## src/rtl/counter_arbiter.sv

```systemverilog
// counter_arbiter: round-robin arbiter for two requesters that
// sequences a shared external step-2 counter.
module counter_arbiter (
  input  logic       clk,
  input  logic       rst,
  input  logic [1:0] req,
  input  logic [1:0] op0,
  input  logic [1:0] op1,
  input  logic [3:0] data0,
  input  logic [3:0] data1,
  input  logic [2:0] steps0,
  input  logic [2:0] steps1,
  output logic [1:0] gnt,
  output logic       busy,
  output logic       done,
  output logic       done_id,
  output logic [3:0] result,
  output logic       cnt_load_en,
  output logic       cnt_updown,
  output logic [3:0] cnt_load,
  input  logic [3:0] cnt_count
);

  typedef enum logic [1:0] {
    IDLE,
    LOAD,
    STEP,
    FINISH
  } state_t;

  state_t     state;
  state_t     state_nxt;

  logic       win;
  logic [1:0] win_op;
  logic [3:0] win_data;
  logic [2:0] win_steps;

  logic       dir_q;
  logic [3:0] data_q;
  logic [2:0] rem_q;
  logic       id_q;
  logic       last_q;
  logic [3:0] res_q;

  // On a tie the requester not granted last time wins.
  always_comb begin
    win = 1'b0;
    case (req)
      2'b10:   win = 1'b1;
      2'b11:   win = ~last_q;
      default: win = 1'b0;
    endcase
  end

  assign win_op    = win ? op1 : op0;
  assign win_data  = win ? data1 : data0;
  assign win_steps = win ? steps1 : steps0;

  // Counter sits in hold mode unless LOAD or STEP overrides it.
  always_comb begin
    state_nxt   = state;
    gnt         = 2'b00;
    done        = 1'b0;
    cnt_load_en = 1'b1;
    cnt_load    = cnt_count;
    cnt_updown  = 1'b0;
    unique case (state)
      IDLE: begin
        if (req != 2'b00 && !rst) begin
          gnt = win ? 2'b10 : 2'b01;
          if (win_op == 2'b01)
            state_nxt = LOAD;
          else if (win_op[1] && win_steps != 3'd0)
            state_nxt = STEP;
          else
            state_nxt = FINISH;
        end
      end
      LOAD: begin
        cnt_load  = data_q;
        state_nxt = FINISH;
      end
      STEP: begin
        cnt_load_en = 1'b0;
        cnt_updown  = dir_q;
        if (rem_q == 3'd1)
          state_nxt = FINISH;
      end
      FINISH: begin
        done      = 1'b1;
        state_nxt = IDLE;
      end
    endcase
  end

  always_ff @(posedge clk or posedge rst) begin
    if (rst) begin
      state  <= IDLE;
      dir_q  <= 1'b0;
      data_q <= 4'd0;
      rem_q  <= 3'd0;
      id_q   <= 1'b0;
      last_q <= 1'b1;
      res_q  <= 4'd0;
    end else begin
      state <= state_nxt;
      if (gnt != 2'b00) begin
        dir_q  <= ~win_op[0];
        data_q <= win_data;
        rem_q  <= win_steps;
        id_q   <= win;
        last_q <= win;
      end else if (state == STEP) begin
        rem_q <= rem_q - 3'd1;
      end
      if (state == FINISH)
        res_q <= cnt_count;
    end
  end

  assign busy    = (state != IDLE);
  assign done_id = id_q;
  assign result  = (state == FINISH) ? cnt_count : res_q;

endmodule

```

## config.mk

```make
export PLATFORM = sky130hd
export DESIGN_NAME = counter_arbiter
export DESIGN_NICKNAME = d
export VERILOG_FILES = /design/src/rtl/counter_arbiter.sv
export SDC_FILE = /design/constraint.sdc
export NUM_CORES = 1
export LEC_CHECK = 0
export ABC_AREA = 1
export BUFFER_PORTS_ARGS = -buffer_cell sky130_fd_sc_hd__buf_2
export CORE_MARGIN = 2
export CORE_UTILIZATION = 49
export CTS_BUF_LIST = sky130_fd_sc_hd__clkbuf_8
export DETAILED_ROUTE_END_ITERATION = 8
export HOLD_SLACK_MARGIN = 0.15
export PLACE_DENSITY_LB_ADDON = 0.15
export SLEW_MARGIN = 25
export SYNTH_ARGS = -nofsm -noshare
export SYNTH_HDL_FRONTEND = slang
export SYNTH_SLANG_ARGS = --single-unit
```

## constraint.sdc

```tcl
create_clock -name clk -period 1.5 [get_ports clk]
set_input_delay 0.075 -clock clk [delete_from_list [all_inputs] [get_ports clk]]
set_output_delay 0.075 -clock clk [all_outputs]
set_load 0.1 [all_outputs]
```

==> results.md, run 1 <==
- Cells after synthesis: 130
- Post-synthesis async set-or-reset flop share: 1.00
- Die Wd: 48.6 um
- Die Y: 48.6 um
- Row count: 16
- Num Clock Sinks: 16
- Postcts setup bufs: 12
- Exit stage: clock tree synthesis
- CTS Hold Bufs: 9
- Number of gates resized after cts: 9
- Mapped Area: 973 um2
- Number of CTS-inserted buffers: 3
- Root Driver: clkbuf_8
- Gpl congestion: 0.783
- Mean Syn Cell Area: 7.49 um2
- Sequential fraction of the synthesis area: 0.413
- Yosys cell types: 22
- First Err: [ERROR DPL-0033] detailed placement checks failed during check placement.
- Largest area contributor in the netlist: dfrtp_1
- I/O pin cnt: 41
- Commonest cells post-synth: nand2_1, inv_1, dfrtp_1
- Max H-tree Level: 1
- EDFF count, synth: 0
- Detailed Place HPWL: 2260 um
- Main flop type after synthesis: dfrtp_1
- Syn_nets: 163
- Number of port buffers: 40
- Starting Density: 0.507
- Status: did not finish
- Flops & latches, synth: 16
- Largest cells by area after synthesis: dfrtp_1, nand2_1, ha_1
- Yosys top cell area share: 0.386
- Cell with the most instances after synthesis: nand2_1
- Max Buffers Root-to-Sink: 2
- Yosys Warn Count: 0
==> through the flow <==
stage / cells / instance area [um2] / worst slack [ns]
2_1_floorplan: 130 / 1180 / -0.351
3_3_place_gp: 198 / 1620 / 0.113
3_5_place_dp: 198 / 1620 / 0.00756
==> cell families after synthesis <==
group | synth area share
AND/OR/NAND/NOR | 0.255
buffers and inverters | 0.104
AO/OA/AOI/OAI | 0.121
flip-flops | 0.413
adder cells (fa/ha/maj) | 0.0900
XOR/XNOR | 0.0180
==> run 2, diff against run 1 <==
--- a/config.mk
+++ b/config.mk
@@ -7,11 +7,9 @@
 export LEC_CHECK = 0
 export ABC_AREA = 1
 export BUFFER_PORTS_ARGS = -buffer_cell sky130_fd_sc_hd__buf_2
-export CORE_MARGIN = 2
-export CORE_UTILIZATION = 49
-export CTS_BUF_LIST = sky130_fd_sc_hd__clkbuf_8
+export CORE_AREA = 2 2 63 65
 export DETAILED_ROUTE_END_ITERATION = 8
-export HOLD_SLACK_MARGIN = 0.15
+export DIE_AREA = 0 0 65 67
 export PLACE_DENSITY_LB_ADDON = 0.15
 export SLEW_MARGIN = 25
 export SYNTH_ARGS = -nofsm -noshare
==> run 2 against run 1 <==
Synthesized cell count stayed put; area after synthesis unchanged; the flow now finishes, with violations (setup timing).
==> results.md, run 2 <==
- Status: finished, violations left
- Failing checks: setup timing
- DP Cell Count: 218 (+10%)
- Rel. slew slack: 0.679
- Number of port buffers: 40 (unchanged)
- Highest clock rate: 631 MHz
- Largest cells by area after synthesis: dfrtp_1, nand2_1, ha_1
- CP peak stage delay: 0.45 ns
- Clock-pin slew on the worst setup and hold paths: 0.07 ns
- Vias in the first global route: 1000
- Levels on crit path: 5
- Worst-path cell chain: buf_6 > ha_4 > buf_8 > a21oi_4 > buf_12
- First-pass GRT wire length: 4500 um
- I/O pin cnt: 41 (unchanged)
- Ant. Diodes: 0
- Commonest non-fill, non-tap cells in the layout: nand2_1, buf_2, inv_1, buf_12, dfrtp_1
- Commonest non-fill, non-tap cell in the layout: nand2_1
- Cell with the most instances after synthesis: nand2_1
- CP arrival: 1.51 ns
- Slack of the critical path: -0.0847 ns
- Synth Area in Simple Gates: 0.254 (unchanged)
- Drc violations: 0
- Fin nets: 225
- EDFF count, synth: 0 (unchanged)
- RSZ-0062 raised after global routing: true
- Die Wd: 65 um (+34%)
- Starting Density: 0.270 (-0.237)
- Finished Layout Cells: 239
- Cells after synthesis: 130 (unchanged)
- Number of CTS-inserted buffers: 3 (unchanged)
- Startpoint types: flop
- Main flop type after synthesis: dfrtp_1
- Final Util: 0.534
- Grt ovf: 0
- Pin count of the biggest net entering global routing: 17
- Area delta synth->final: 97.7%
- Post-Synth XOR/XNOR Area: 0.0180 (unchanged)
- DR WL/cell: 11.3 um
- Max H-tree Level: 1 (unchanged)
- CTS tree: done
- Worst EP required: 1.42 ns
- CP endpoint kind: output port
- Vias/cell: 4.26
- Syn_nets: 163 (unchanged)
- Setup violations, final: 9
- Largest registers: data_q: 4 flops, res_q: 4 flops, rem_q: 3 flops
- Mapped Area: 973 um2 (unchanged)
- Fin crit period: 1.58 ns
- Setup Crit Path Kind: flop to output port
- Initial antenna violation count: 0
- Post-synthesis async set-or-reset flop share: 1.00 (unchanged)
- Flops & latches, synth: 16 (unchanged)
- Total number of vias: 1017
- Mux share of post-synthesis cell area: 0 (unchanged)
- Initial DRC Count: 48
- Overall Global Routing Usage: 0.137
- Worst Path Buf+Inv: 3
- Commonest cells post-synth: nand2_1, inv_1, dfrtp_1
- DIE AREA: 4360 um2
- Adder and majority gate portion of the synthesized area: 0.0900 (unchanged)
- Slew of the pin with the lowest slew margin: 0.484 ns
- Post-route ant nets: 0
- Routed length on met2: 1380 um
- Detailed Place HPWL: 2120 um (-6.4%)
- Main combinational cell family by area after synthesis: simple AND/OR/NAND/NOR gates
- Metal3 WL: 99 um
- Drt pass-1 iters: 3
- CORE AREA: 3610 um2
- Tcrit/Tclk final: 1.06
- Hold Path Stages: 3
- Sequential fraction of the synthesis area: 0.413 (unchanged)
- Worst skew pair latency: 0.26 ns
- Routed WL: 2690 um
- M1 wire length: 1160 um
- Slew Limit Fails: 0
- Yosys cell types: 22 (unchanged)
- Yosys Warn Count: 0 (unchanged)
- Row count: 22 (+6)
- Mean Syn Cell Area: 7.49 um2 (unchanged)
- Max Buffers Root-to-Sink: 2 (unchanged)
- Max Used Layer: met4
- Num Clock Sinks: 16 (unchanged)
- Compound-cell area share of the yosys netlist: 0.121 (unchanged)
- Die Y: 67 um (+38%)
- Crit-path max FO: 4
- Post-place setup slack: 0.00312 ns (-0.00444 ns)
- Gpl congestion: 0.826 (+5.5%)
- Critical path's slowest cell: dfrtp_2
- Reg2Reg Depth: 8
- Skew final: 0.00560 ns
- Final Hold Fails: 0
- Min-Delay Path Class: input pin to flop
- Root Driver: clkbuf_8
- Minimum hold slack: 0.0223 ns
- CP top delay family: buffers and inverters
- Largest area contributor in the netlist: dfrtp_1
- Number of max-cap violations: 0
- Share of post-route cells with drive strength above 1: 0.534
- Yosys top cell area share: 0.386 (unchanged)
==> run 2: path summary, 6_finish.rpt <==
path / from / end / slack [ns]
min in group asynchronous: rst / state[1]$_DFFE_PP0P_ / 0.44
max in group asynchronous: rst / last_q$_DFFE_PP1P_ / 0.81
hold reg to reg: last_q$_DFFE_PP1P_ / last_q$_DFFE_PP1P_ / 0.49
setup / recovery: state[0]$_DFFE_PP0P_ / result[3] / -0.08
hold / removal: data0[0] / data_q[0]$_DFFE_PP0P_ / 0.02
setup reg to reg: state[0]$_DFFE_PP0P_ / state[1]$_DFFE_PP0P_ / 0.02
==> run 2: stage by stage <==
stage | TNS, ns | cell area, um2
5_1_grt | -0.976 | 1920
4_1_cts | -0.606 | 1780
2_1_floorplan | -5.98 | 1180
3_5_place_dp | 0 | 1650
6_report | -0.390 | 1920
3_3_place_gp | 0 | 1650
==> run 2: layer usage <==
metal / vias up / global-route usage
li1: 525 / -
met1: 470 / 0.171
met2: 18 / 0.226
met3: 4 / 0.0220
met4: 0 / 0.0718
met5: - / 0
==> run 2: layout make-up <==
class | count | area, um2
fill | 337 | 1680
timing repair buffer | 59 | 598
sequential | 16 | 404
inverter | 23 | 114
multi-input combinational | 89 | 703
tap | 48 | 60.1
clock buffer | 4 | 45.0
==> run 2: tightest hold or removal path, stage by stage <==
cell and delay, ns:
buf_2 0.08, nand2_1 0.04, nand3_1 0.05
==> run 2: logic make-up (layout without fill, tap and decap cells) <==
kind of cell,after synthesis,in the layout
AO/OA/AOI/OAI,21,21
XOR/XNOR,2,2
adder cells (fa/ha/maj),7,7
buffers and inverters,25,86
flip-flops,16,16
AND/OR/NAND/NOR,59,59
==> run 2: repair_timing <==
action	CTS	global route
setup endpoints to repair	11	21
pin swaps	3	12
hold buffers	1	0
gates resized for setup	4	25
hold endpoints to repair	15	0
buffers inserted	9	8
Power of run 2 is not shown: default switching activity piles up to over one toggle a cycle in this logic, so the estimate is an artifact.
==> run 3, diff against run 2 <==
==> constraint.sdc (replaced) <==
create_clock -name clk -period 1.4 [get_ports clk]
set_input_delay 0.07 -clock clk [delete_from_list [all_inputs] [get_ports clk]]
set_output_delay 0.07 -clock clk [all_outputs]
set_load 0.1 [all_outputs]
==> run 3 against run 2 <==
The run still ends with setup timing left; register-to-register slack got worse by 0.13 ns; clock-buffer cell count stayed put; non-clock buffer count increased by 9; first-iteration DRC count down 73%; final cell count up 4.2%; wire length is 8.9% higher; cell area is 6.2% higher; largest cell class unchanged; highest routed layer unchanged.
==> results.md, run 3 (same netlist as run 2, synthesis figures left out) <==
- Status: finished, violations left
- Failing checks: setup timing
- Total number of vias: 1089 (+7.1%)
- Max Buffers Root-to-Sink: 2 (unchanged)
- Clock-pin slew on the worst setup and hold paths: 0.07 ns (about the same)
- Row count: 22 (unchanged)
- DP Cell Count: 224 (+2.8%)
- DR WL/cell: 11.8 um (+4.6%)
- CP endpoint kind: output port
- Area delta synth->final: 110%
- Detailed Place HPWL: 2190 um (+3.3%)
- Crit-path max FO: 4 (unchanged)
- Ant. Diodes: 0 (unchanged)
- Rel. slew slack: 0.677 (-0.00276)
- Number of port buffers: 40 (unchanged)
- Filler cells: 330 (-2.1%)
- Worst skew pair latency: 0.25 ns (about the same)
- Tcrit/Tclk final: 1.14
- CORE AREA: 3610 um2 (unchanged)
- Num Clock Sinks: 16 (unchanged)
- Min-Delay Path Class: input pin to flop
- Fin crit period: 1.60 ns
- RSZ-0062 raised after global routing: true
- Slack of the critical path: -0.197 ns (-0.113 ns)
- Grt ovf: 0 (unchanged)
- Commonest non-fill, non-tap cell in the layout: nand2_1
- Post-route ant nets: 0 (unchanged)
- Vias in the first global route: 1101 (+10%)
- Vias/cell: 4.37 (+2.8%)
- Storage cell area: 403 um2 (-0.31%)
- Gpl congestion: 0.785 (-5.0%)
- CTS tree: done
- Root Driver: clkbuf_8
- First-pass GRT wire length: 4690 um (+4.2%)
- Finished Layout Cells: 249 (+4.2%)
- Final Hold Fails: 0 (unchanged)
- R2R Setup Slk: -0.11 ns (-0.13 ns)
- Initial antenna violation count: 0 (unchanged)
- CP arrival: 1.53 ns (+0.02 ns)
- Slew Limit Fails: 0 (unchanged)
- Number of CTS-inserted buffers: 3 (unchanged)
- Skew final: 0.00370 ns (-0.00190 ns)
- Largest registers: data_q: 4 flops, res_q: 4 flops, rem_q: 3 flops
- Worst EP required: 1.33 ns (-0.09 ns)
- Max H-tree Level: 1 (unchanged)
- Overall Global Routing Usage: 0.142 (+0.00518)
- Starting Density: 0.270 (unchanged)
- Startpoint types: flop
- Die Wd: 65 um (unchanged)
- Pin count of the biggest net entering global routing: 17 (unchanged)
- Setup violations, final: 24 (+15)
- Number of max-cap violations: 0 (unchanged)
- Multi-input gate area: 726 um2 (+3.2%)
- Routed WL: 2930 um (+8.9%)
- Minimum hold slack: 0.0318 ns (+0.00951 ns)
- Share of post-route cells with drive strength above 1: 0.602 (+0.0680)
- Setup Crit Path Kind: flop to output port
- Setup tns final: -2.39 ns (-2.00 ns)
- Highest clock rate: 626 MHz
- Drt pass-1 iters: 4 (+1)
- Initial DRC Count: 13 (-73%)
- Die Y: 67 um (unchanged)
- Post-place setup slack: 0.00534 ns (+0.00222 ns)
- Slew of the pin with the lowest slew margin: 0.488 ns (+0.00417 ns)
- Commonest non-fill, non-tap cells in the layout: nand2_1, buf_2, buf_4, inv_1, buf_12
- Fin nets: 235 (+4.4%)
- Drc violations: 0 (unchanged)
- I/O pin cnt: 41 (unchanged)
- DIE AREA: 4360 um2 (unchanged)
-- run 3: cell count changes in the layout (fill, tap and decap cells not counted), sizes merged --
cell      change
buf           +9
clkinv        +1
clkinvlp      +1
inv           -1
-- run 3: final cells by class --
| class | count | share of cell area |
|---|---|---|
| Multi-Input combinational cell | 89 | 0.355 |
| Timing Repair Buffer | 68 | 0.326 |
| Sequential cell | 16 | 0.197 |
| Inverter | 23 | 0.0612 |
| Tap cell | 48 | 0.0294 |
| Clock buffer | 4 | 0.0269 |
| Timing Repair inverter | 1 | 0.00429 |
-- run 3: path summary, 6_finish.rpt --
| check | startpoint | to | depth (start not counted) |
|---|---|---|---|
| worst max-delay path | state[1]$_DFFE_PP0P_ | result[1] | 5 |
| worst min-delay path | data1[1] | data_q[1]$_DFFE_PP0P_ | 3 |
| worst max register to register | state[0]$_DFFE_PP0P_ | rem_q[1]$_DFFE_PP0P_ | 9 |
| worst min register to register | last_q$_DFFE_PP1P_ | last_q$_DFFE_PP1P_ | 2 |
| max in group asynchronous | rst | last_q$_DFFE_PP1P_ | 4 |
| min in group asynchronous | rst | data_q[2]$_DFFE_PP0P_ | 4 |
-- run 3: critical path, cell delays in order, from the launching register on --
cell	delay, ns
dfrtp_2	0.45
buf_6	0.13
ha_4	0.18
buf_8	0.14
a21oi_4	0.17
buf_12	0.19
-- run 3: per-layer routing --
layer / global-route usage / wire (um)
met5: 0 / 0
met4: 0.0638 / 48
met3: 0.0287 / 101
met2: 0.251 / 1580
met1: 0.165 / 1200
-- run 3: through the flow --
step	area (um2)	utilization
floorplan	1190	-
global placement	1680	0.467
detailed placement	1680	0.467
CTS	1860	0.516
global route	2040	0.567
finish	2040	0.567
-- run 3: repair_timing --
action,in CTS,in global routing
hold buffers,1,0
resized for setup,6,30
pin swaps,6,8
setup buffers,12,7
endpoints found under the setup margin,16,26
endpoints found under the hold margin,15,0
cloned,0,1
Power of run 3 is left out for the same reason.
